<file path="config.mk">
export PLATFORM = sky130hd
export DESIGN_NAME = ps2_scancode_receiver_flat
export DESIGN_NICKNAME = d
export VERILOG_FILES = /design/src/rtl/ps2_scancode_receiver_pkg.sv /design/src/rtl/ps2_scancode_receiver_if.sv /design/src/rtl/ps2_scancode_receiver_sync_fifo.sv /design/src/rtl/ps2_scancode_receiver.sv /design/src/flat_wrapper.sv
export SDC_FILE = /design/constraint.sdc
export NUM_CORES = 1
export LEC_CHECK = 0
export BUFFER_PORTS_ARGS = -buffer_cell sky130_fd_sc_hd__buf_2
export CORE_MARGIN = 3
export CORE_UTILIZATION = 56
export DETAILED_ROUTE_END_ITERATION = 8
export PLACE_DENSITY = 0.87
export SYNTH_ARGS = -nofsm -noshare
export SYNTH_HDL_FRONTEND = slang
export SYNTH_SLANG_ARGS = --single-unit
</file>
<file path="constraint.sdc">
create_clock -name clk -period 3.1 [get_ports clk]
set_input_delay 0.465 -clock clk [delete_from_list [all_inputs] [get_ports clk]]
set_output_delay 0.465 -clock clk [all_outputs]
set_load 0.005 [all_outputs]
</file>
<file path="src/rtl/ps2_scancode_receiver_pkg.sv">
// rtl/ps2_scancode_receiver_pkg.sv - shared PS/2 frame constants, widths and types
package ps2_pkg;

   localparam int PS2_FRAME_BITS = 11;
   localparam int START_IDX      = 0;
   localparam int PAR_IDX        = 9;
   localparam int STOP_IDX       = 10;

   localparam logic [7:0] BREAK_PREFIX = 8'hF0;
   localparam logic [7:0] EXT_PREFIX   = 8'hE0;

   localparam int DEF_FIFO_DEPTH     = 8;
   localparam int DEF_TIMEOUT_CYCLES = 50000;

   // Width of a counter/pointer spanning 0..n-1, never narrower than one bit.
   function automatic int width_of(input int n);
      return (n <= 1) ? 1 : $clog2(n);
   endfunction

   localparam int FIFO_PTR_W = width_of(DEF_FIFO_DEPTH);
   localparam int FIFO_CNT_W = width_of(DEF_FIFO_DEPTH + 1);
   localparam int TMO_W      = width_of(DEF_TIMEOUT_CYCLES);

   typedef enum logic {
      ST_IDLE,
      ST_RECV
   } rx_state_t;

endpackage

</file>
<file path="src/rtl/ps2_scancode_receiver_if.sv">
// rtl/ps2_scancode_receiver_if.sv - valid/ready scancode byte stream
interface ps2_scancode_receiver_if;
   logic [7:0] scan_code;
   logic       scan_valid;
   logic       scan_ready;

   modport master (output scan_code, output scan_valid, input scan_ready);
   modport slave  (input scan_code, input scan_valid, output scan_ready);
endinterface

</file>
<file path="src/rtl/ps2_scancode_receiver_sync_fifo.sv">
// rtl/ps2_scancode_receiver_sync_fifo.sv - register-based FIFO, valid/ready pop, push with accept flag
module sync_fifo
   import ps2_pkg::*;
#(
   parameter int WIDTH = 8,
   parameter int DEPTH = 8
) (
   input  logic             clk,
   input  logic             rst,
   input  logic             push,
   input  logic [WIDTH-1:0] push_data,
   output logic             push_accept,
   output logic [WIDTH-1:0] pop_data,
   output logic             pop_valid,
   input  logic             pop_ready
);
   localparam int PTR_W = width_of(DEPTH);
   localparam int CNT_W = width_of(DEPTH + 1);

   logic [WIDTH-1:0] mem [DEPTH];
   logic [PTR_W-1:0] rd_ptr;
   logic [PTR_W-1:0] wr_ptr;
   logic [CNT_W-1:0] count;
   logic             pop;

   assign pop_valid   = (count != '0);
   assign pop         = pop_valid && pop_ready;
   // A full FIFO still takes a byte when the head leaves in the same cycle.
   assign push_accept = push && ((count < CNT_W'(DEPTH)) || pop);
   assign pop_data    = mem[rd_ptr];

   always_ff @(posedge clk) begin
      if (rst) begin
         rd_ptr <= '0;
         wr_ptr <= '0;
         count  <= '0;
         for (int i = 0; i < DEPTH; i++) begin
            mem[i] <= '0;
         end
      end else begin
         if (push_accept) begin
            mem[wr_ptr] <= push_data;
            wr_ptr      <= wr_ptr + PTR_W'(1);
         end
         if (pop) begin
            rd_ptr <= rd_ptr + PTR_W'(1);
         end
         if (push_accept && !pop) begin
            count <= count + CNT_W'(1);
         end else if (pop && !push_accept) begin
            count <= count - CNT_W'(1);
         end
      end
   end
endmodule

</file>
<file path="src/rtl/ps2_scancode_receiver.sv">
// rtl/ps2_scancode_receiver.sv - PS/2 device-to-host deserialiser with frame checks and byte FIFO
module ps2_scancode_receiver
   import ps2_pkg::*;
#(
   parameter int FIFO_DEPTH     = DEF_FIFO_DEPTH,
   parameter int SYNC_STAGES    = 3,
   parameter int TIMEOUT_CYCLES = DEF_TIMEOUT_CYCLES
) (
   input  logic                      clk,
   input  logic                      rst,
   input  logic                      ps2_clk,
   input  logic                      ps2_data,
   ps2_scancode_receiver_if.master   scan,
   output logic                      overflow,
   output logic                      parity_err
);
   localparam int TW = width_of(TIMEOUT_CYCLES);

   logic [SYNC_STAGES-1:0] clk_sync;
   logic [SYNC_STAGES-1:0] data_sync;
   logic                   clk_prev;
   logic                   fall;
   logic                   bit_in;

   rx_state_t              state;
   logic [3:0]             bit_cnt;
   logic [PAR_IDX:0]       frame;
   logic [TW-1:0]          tmo;

   logic                   frame_done;
   logic                   frame_good;
   logic                   push_accept;

   // Synchronisers idle high so reset never fabricates a falling edge.
   always_ff @(posedge clk) begin
      if (rst) begin
         clk_sync  <= '1;
         data_sync <= '1;
         clk_prev  <= 1'b1;
      end else begin
         clk_sync  <= {clk_sync[SYNC_STAGES-2:0], ps2_clk};
         data_sync <= {data_sync[SYNC_STAGES-2:0], ps2_data};
         clk_prev  <= clk_sync[SYNC_STAGES-1];
      end
   end

   assign fall   = clk_prev && !clk_sync[SYNC_STAGES-1];
   assign bit_in = data_sync[SYNC_STAGES-1];

   // The stop bit is judged live from bit_in; it is never stored.
   assign frame_done = fall && (state == ST_RECV) && (bit_cnt == 4'(STOP_IDX));
   assign frame_good = frame_done && !frame[START_IDX] && bit_in && (^frame[PAR_IDX:1]);

   always_ff @(posedge clk) begin
      if (rst) begin
         state      <= ST_IDLE;
         bit_cnt    <= '0;
         frame      <= '0;
         tmo        <= '0;
         overflow   <= 1'b0;
         parity_err <= 1'b0;
      end else begin
         overflow   <= frame_good && !push_accept;
         parity_err <= frame_done && !frame_good;
         case (state)
            ST_IDLE: begin
               tmo <= '0;
               if (fall) begin
                  frame[START_IDX] <= bit_in;
                  bit_cnt          <= 4'd1;
                  state            <= ST_RECV;
               end
            end
            ST_RECV: begin
               if (fall) begin
                  tmo <= '0;
                  if (bit_cnt == 4'(STOP_IDX)) begin
                     bit_cnt <= '0;
                     state   <= ST_IDLE;
                  end else begin
                     frame[bit_cnt] <= bit_in;
                     bit_cnt        <= bit_cnt + 4'd1;
                  end
               end else if (tmo == TW'(TIMEOUT_CYCLES - 1)) begin
                  tmo     <= '0;
                  bit_cnt <= '0;
                  state   <= ST_IDLE;
               end else begin
                  tmo <= tmo + TW'(1);
               end
            end
            default: begin
               state   <= ST_IDLE;
               bit_cnt <= '0;
               tmo     <= '0;
            end
         endcase
      end
   end

   sync_fifo #(
      .WIDTH (8),
      .DEPTH (FIFO_DEPTH)
   ) u_fifo (
      .clk         (clk),
      .rst         (rst),
      .push        (frame_good),
      .push_data   (frame[8:1]),
      .push_accept (push_accept),
      .pop_data    (scan.scan_code),
      .pop_valid   (scan.scan_valid),
      .pop_ready   (scan.scan_ready)
   );
endmodule

</file>
<file path="src/flat_wrapper.sv">
// flat-port wrapper written by rule: the top's interface ports become plain ports
module ps2_scancode_receiver_flat import ps2_pkg::*;
#(
   parameter int FIFO_DEPTH     = DEF_FIFO_DEPTH,
   parameter int SYNC_STAGES    = 3,
   parameter int TIMEOUT_CYCLES = DEF_TIMEOUT_CYCLES
)
  (clk, rst, ps2_clk, ps2_data, overflow, parity_err, scan_scan_code, scan_scan_valid, scan_scan_ready);
  ps2_scancode_receiver_if scan_i ();
  input  logic clk;
  input  logic rst;
  input  logic ps2_clk;
  input  logic ps2_data;
  output logic overflow;
  output logic parity_err;
  output wire logic [$bits(scan_i.scan_code)-1:0] scan_scan_code;
  output wire logic [$bits(scan_i.scan_valid)-1:0] scan_scan_valid;
  input wire logic [$bits(scan_i.scan_ready)-1:0] scan_scan_ready;
  assign scan_scan_code = scan_i.scan_code;
  assign scan_scan_valid = scan_i.scan_valid;
  assign scan_i.scan_ready = scan_scan_ready;
  ps2_scancode_receiver #(.FIFO_DEPTH(FIFO_DEPTH), .SYNC_STAGES(SYNC_STAGES), .TIMEOUT_CYCLES(TIMEOUT_CYCLES)) u_core (.clk(clk), .rst(rst), .ps2_clk(ps2_clk), .ps2_data(ps2_data), .scan(scan_i), .overflow(overflow), .parity_err(parity_err));
endmodule
</file>
== After elaboration in Yosys (flattened, before gate mapping) ==
Memories as Yosys holds them, arrays and structs flattened. A register that Yosys moved wholly into a read port is not among the register bits.
Cells that the tools add are included.

* Bits in registers: 50
* RAM bits: 64
* Bits of input ports: 5
* Memories kept: 1

{| class="wikitable"
|+ Memories
! name !! depth !! width !! rd ports !! clocked after memory_dff !! write ports !! line !! source
|-
| u_core.u_fifo.mem || 8 || 8 || 1 || 1 || 8 || ps2_scancode_receiver_sync_fifo.sv:20 || <nowiki>logic [WIDTH-1:0] mem [DEPTH];</nowiki>
|}

* Add/subtract/negate cells: 6
* Magnitude comparators: 3
* Equality and inequality tests: 6
* Multiplexer cells: 32
* Bitwise logic cells: 2
* Reductions and logical operators: 26

{| class="wikitable"
|+ Operators with widths
! kind !! count
|-
| 16-bit two-way mux || 2
|-
| 16-bit one-hot mux with 2 select lines || 1
|-
| 4-bit two-way mux || 6
|-
| 16-bit by 1-bit adder with 16-bit output, second input constant || 1
|-
| 16-bit equality test, second input constant || 1
|-
| 1-bit two-way mux || 14
|-
| 1-bit logical AND || 13
|-
| 10-bit bitwise mux || 1
|-
| 3-bit two-way mux || 3
|-
| 9-bit XOR reduction || 1
|-
| 4-bit by 1-bit adder with 4-bit output, second input constant || 2
|-
| 8-bit two-way mux || 1
|-
| 4-bit one-hot mux with 2 select lines || 1
|-
| 8-bit OR reduction || 1
|-
| 3-bit by 1-bit adder with 3-bit output, second input constant || 2
|-
| 3-bit AND reduction || 2
|-
| 1-bit logical NOT || 5
|-
| 4-bit by 5-bit less-than comparator with 1-bit output, second input constant || 1
|-
| 1-bit demux with 4-bit select || 1
|-
| 4-bit equality test, second input constant || 1
|-
| 4-bit by 1-bit >= comparator with 1-bit output, second input constant || 1
|-
| 4-bit less-than comparator, second input constant || 1
|-
| 2-bit by 1-bit inequality test with 1-bit output, second input constant || 2
|-
| 1-bit one-hot mux with 2 select lines || 2
|-
| 8 further kinds || 9
|}

== Logic depth before layout (Yosys ltp) ==
* Word-level depth: 13
* Gate-level depth with buffers: 15

== By module ==
From an unflattened synthesis, not the netlist that was laid out.

* Cells, all modules: 450
* Area total of the unflattened synthesis: 5305.1 um^2

{| class="wikitable"
|+ By module, submodules not included
! module !! times used !! cells each !! area an instance (um^2) !! sequential area each (um^2)
|-
| sync_fifo || 1 || 254 || 3487.1 || 2182.1
|-
| ps2_scancode_receiver || 1 || 196 || 1818.0 || 800.8
|}

== Worst setup path before layout ==
Ideal clock, no wire load.

* Kind: reg-to-reg
* Start: reg u_core.frame[7]
* End: reg u_core.u_fifo.count[3]
* Library setup time: 0.070 ns
* Arrival time: 3.003 ns
* Slack: 0.026 ns
* Stages on the path, launching flop included: 15
* Period minus slack after synthesis: 3.074 ns
* Cell sequence: dfxtp_1 > buf_2 > xor2_1 > xnor3_2 > xnor2_4 > buf_6 > nor2_4 > ha_1 > inv_1 > ha_1 > a21o_1 > a21oi_1 > xnor2_1 > or3_1 > a21oi_1

* Word-level cells in the longest chain between the ends: 6

{| class="wikitable"
|+ RTL lines
! what !! line !! source
|-
| start, declared || ps2_scancode_receiver.sv:27 || <nowiki>logic [PAR_IDX:0] frame;</nowiki>
|-
| start signal, assigned by index || ps2_scancode_receiver.sv:69 || <nowiki>frame[START_IDX] <= bit_in;</nowiki>
|-
| start signal, assigned by index || ps2_scancode_receiver.sv:81 || <nowiki>frame[bit_cnt] <= bit_in;</nowiki>
|-
| 9-bit XOR reduction (*) || ps2_scancode_receiver.sv:52 || <nowiki>assign frame_good = frame_done && !frame[START_IDX] && bit_in && (^frame[PAR_IDX:1]);</nowiki>
|-
| 1-bit logical AND (*) || ps2_scancode_receiver.sv:52 ||
|-
| 1-bit logical AND (*) || ps2_scancode_receiver_sync_fifo.sv:29 || <nowiki>assign push_accept = push && ((count < CNT_W'(DEPTH)) || pop);</nowiki>
|-
| 1-bit logical NOT || ps2_scancode_receiver_sync_fifo.sv:50 || <nowiki>end else if (pop && !push_accept) begin</nowiki>
|-
| 1-bit logical AND || ps2_scancode_receiver_sync_fifo.sv:50 ||
|-
| 2-bit nonzero test (no line) || -- ||
|-
| end signal, assigned || ps2_scancode_receiver_sync_fifo.sv:49 || <nowiki>count <= count + CNT_W'(1);</nowiki>
|-
| end signal, assigned || ps2_scancode_receiver_sync_fifo.sv:51 || <nowiki>count <= count - CNT_W'(1);</nowiki>
|-
| end, declared || ps2_scancode_receiver_sync_fifo.sv:23 || <nowiki>logic [CNT_W-1:0] count;</nowiki>
|}

Mark *: on every way between the ends. The rest lies on a longest branch, timed or not.
A chain may end at the register's enable or synchronous reset.

== Worst setup path after layout ==
* Start: reg u_core.frame[1]
* End: reg u_core.u_fifo.count[3]

Same word-level chain as after synthesis.

==> results.json <==
{
  "crit_required_ns": 3.55,
  "setup_ws_ns": 0.1552,
  "finalSetupTns_ns": 0,
  "antenna_found_initial": 0,
  "fin_skew_ns": 0.007659,
  "switchingPower_mw": 0.9611,
  "switching_share_pct": 22.54,
  "dominantRegCellSynth": "edfxtp_1",
  "dr.pass1.iters": 5,
  "final_core_util_pct": 68.18,
  "seq_area_frac_synth_pct": 54.84,
  "final_area_sq_mm": 0.006360,
  "place.gp.congestion": 0.8191,
  "cp_num_cells": 12,
  "syn-num-nets": 457,
  "drt_iter0_markers": 287,
  "combPwrFrac_pct": 9.5,
  "cp.buffers_inverters": 1,
  "cap_viol_max_count": 0,
  "cts.htree.levels": 4,
  "hold_viol": 0,
  "crit_start": "u_core.frame[1]",
  "arrival_ns": 3.40,
  "cts_buffers": 17,
  "cp_cell_sequence": "xnor2_1 > xnor3_2 > xnor2_4 > nor2_4 > ha_2 > inv_1 > ha_1 > a21o_1 > a21oi_2 > xnor2_1 > or3_1 > a21oi_1",
  "cts_buffer_depth": 2,
  "fp.coreArea_sq_mm": 0.009328,
  "reg2reg_to": "u_core.u_fifo.count[3]",
  "p_per_area_mw_per_mm2": 670.4,
  "place_inst": 579,
  "routed_wl_mm": 11.05,
  "final_nets": 484,
  "grt_pass1_vias": 3563,
  "synth_cells": 445,
  "cpMostUsedCell": "xnor2_1",
  "status": "finished, final reports clean",
  "worstSkewPairLatency_ns": 0.52,
  "fmax_mhz": 339.6,
  "ant_nets": 0,
  "grt_usage_pct": 21.25,
  "p_seq_share_pct": 40.8,
  "endpoint": "u_core.u_fifo.count[3]",
  "syn2layout_area_growth_pct": 16.93,
  "hold_path.class": "in -> reg",
  "cts_tree": "done",
  "layout_min_cycle_time_ns": 2.945,
  "cp_top_family": "XOR/XNOR gates",
  "grt_overflow": 0,
  "die_h_um": 104.6,
  "hpwl_mm": 6.875,
  "grt_max_degree": 25,
  "fin_cells": 614,
  "layout-drive-gt1-share_pct": 24.74,
  "final_cell_mix": "64 x and2_1, 64 x edfxtp_1, 51 x dfxtp_1, 44 x nor2_1, 23 x buf_4",
  "start_util_pct": 58.31,
  "r2r_cells": 12,
  "syn_area_per_cell_sq_um": 12.22,
  "p_total_mw": 4.264,
  "yosys_warnings": 0,
  "reg2reg_from": "u_core.frame[1]",
  "p_int_mw": 3.303,
  "ys_async_sr_fraction_pct": 0,
  "fp.dieW_um": 104.6,
  "rows": 35,
  "startpoint_type": "flop",
  "leakage_nw": 2.366,
  "worst_pin_slew_ns": 0.8246,
  "place_area_sq_mm": 0.005683,
  "period_share_pct": 94.99,
  "cts-root-buf": "clkbuf_8",
  "clkTransAtPathRegs_ns": 0.06,
  "num_io_pins": 16,
  "synth_edf_count": 64,
  "vdd_ir_drop_max_v": 0.0004344,
  "synth_cell_types": 52,
  "pre_cts_ws_ns": 0.08273,
  "r2r_slack_ns": 0.16,
  "vias": 3593,
  "drc": 0,
  "setup_viol": 0,
  "path_max_fanout": 10,
  "timing.critical_path.slowest_stage_cell": "xnor3_2",
  "slew_headroom_pct": 44.57,
  "netlist_area_sq_mm": 0.005439,
  "viasPerCell": 5.852,
  "dieArea_sq_mm": 0.01093,
  "max_stage_delay_ns": 0.51,
  "clock_sinks": 117,
  "io_buffers": 15,
  "finalHoldWorstSlack_ns": 0.1315,
  "pwr-share-clk_pct": 49.6,
  "critPathKind": "reg -> reg",
  "wl_per_cell_um": 18.00,
  "grt_first_pass_wirelength_mm": 18.08,
  "antenna_cells": 0,
  "ys_ff_latch": 117,
  "end_kind": "flop",
  "slew_viol_final": 0
}
-- sequential cells by signal, indices dropped and copies added (netlist names), named ones only --
register,count
u_core.bit_cnt,4
u_core.clk_prev,1
u_core.clk_sync,3
u_core.data_sync,3
u_core.frame,10
u_core.overflow,1
u_core.parity_err,1
u_core.state,1
u_core.tmo,16
u_core.u_fifo.count,4
u_core.u_fifo.mem,64
u_core.u_fifo.rd_ptr,3
u_core.u_fifo.wr_ptr,3
-- layer usage --
metal | up-vias | share of wire, % | GRT usage, % | routed length (um)
met5 | - | 0 | 0 | 0
met4 | 0 | 2.1 | 8.262 | 230
met3 | 36 | 6.4 | 4.941 | 706
met2 | 159 | 51 | 35.93 | 5653
met1 | 1765 | 40 | 26.51 | 4464
li1 | 1633 | - | - | -
-- repair_timing --
action	4_1_cts	5_1_grt
hold buffers	0	0
endpoints found under the setup margin	0	1
gates resized for setup	0	6
endpoints found under the hold margin	0	0
buffers inserted	0	3
-- worst reg2reg max path, cell delays in order, from the launching register on --
cell	delay, ns
dfxtp_4	0.38
xnor2_1	0.23
xnor3_2	0.51
xnor2_4	0.17
nor2_4	0.15
ha_2	0.22
inv_1	0.08
ha_1	0.27
a21o_1	0.19
a21oi_2	0.14
xnor2_1	0.09
or3_1	0.31
a21oi_1	0.13
-- how the worst min path moves through the flow --
stage	endpoint	slack, ns	depth (start not counted)	start
final	u_core.data_sync[0]	0.13	2	ps2_data
after global routing	u_core.data_sync[0]	0.12	2	ps2_data
after CTS	u_core.data_sync[0]	0.12	2	ps2_data
after detailed placement	u_core.clk_sync[1]	0.40	1	u_core.clk_sync[0]
after global placement	u_core.data_sync[1]	0.40	1	u_core.data_sync[0]
after floorplan	u_core.clk_sync[1]	0.39	1	u_core.clk_sync[0]
-- power by group through the flow --
stage | logic, mW | clock network, mW | registers [mW]
final | 0.406 | 2.12 | 1.74
after global routing | 0.443 | 2.21 | 1.75
after CTS | 0.404 | 2.12 | 1.74
after detailed placement | 0.404 | 0 | 1.77
after global placement | 0.393 | 0 | 1.77
after floorplan | 0.312 | 0 | 1.75
-- Yosys cell counts, types with 8 or more instances --
master    number  area share [%]
a21oi_1       10            0.92
and2_1        64             7.4
buf_2         11             1.0
clkbuf_1      13            0.90
dfxtp_1       53              20
edfxtp_1      64              35
mux2_2         8             1.7
mux2i_1       11             2.0
mux4_2        16             6.6
nand2_1       19             1.3
nand3_1       11             1.0
nor2_1        44             3.0
or2_2          8            0.92
xnor2_1       12             1.9
xor2_1        13             2.1
-- area by class of cell --
cell class	instances	area (sq um)
flip-flops and latches	117	2988
clock buffers	17	414.1
clock inverters	15	226.5
fillers	646	2968
repair buffers	38	247.7
well taps	129	161.4
multi-input cells	291	2296
inverters	7	26.28
-- kinds of logic (layout without fill, tap and decap cells) --
family / Yosys count / count (layout) / share of synthesized area, %
buffers and inverters: 37 / 77 / 3.106
AOI/OAI and AO/OA: 27 / 27 / 3.359
xor gates and xnor gates: 27 / 27 / 4.969
DFF: 117 / 117 / 54.84
muxes: 36 / 36 / 10.51
and+or+nand+nor: 194 / 194 / 21.46
adders and majority gates: 7 / 7 / 1.748
No activity file was read; power rests on OpenSTA's default activity.
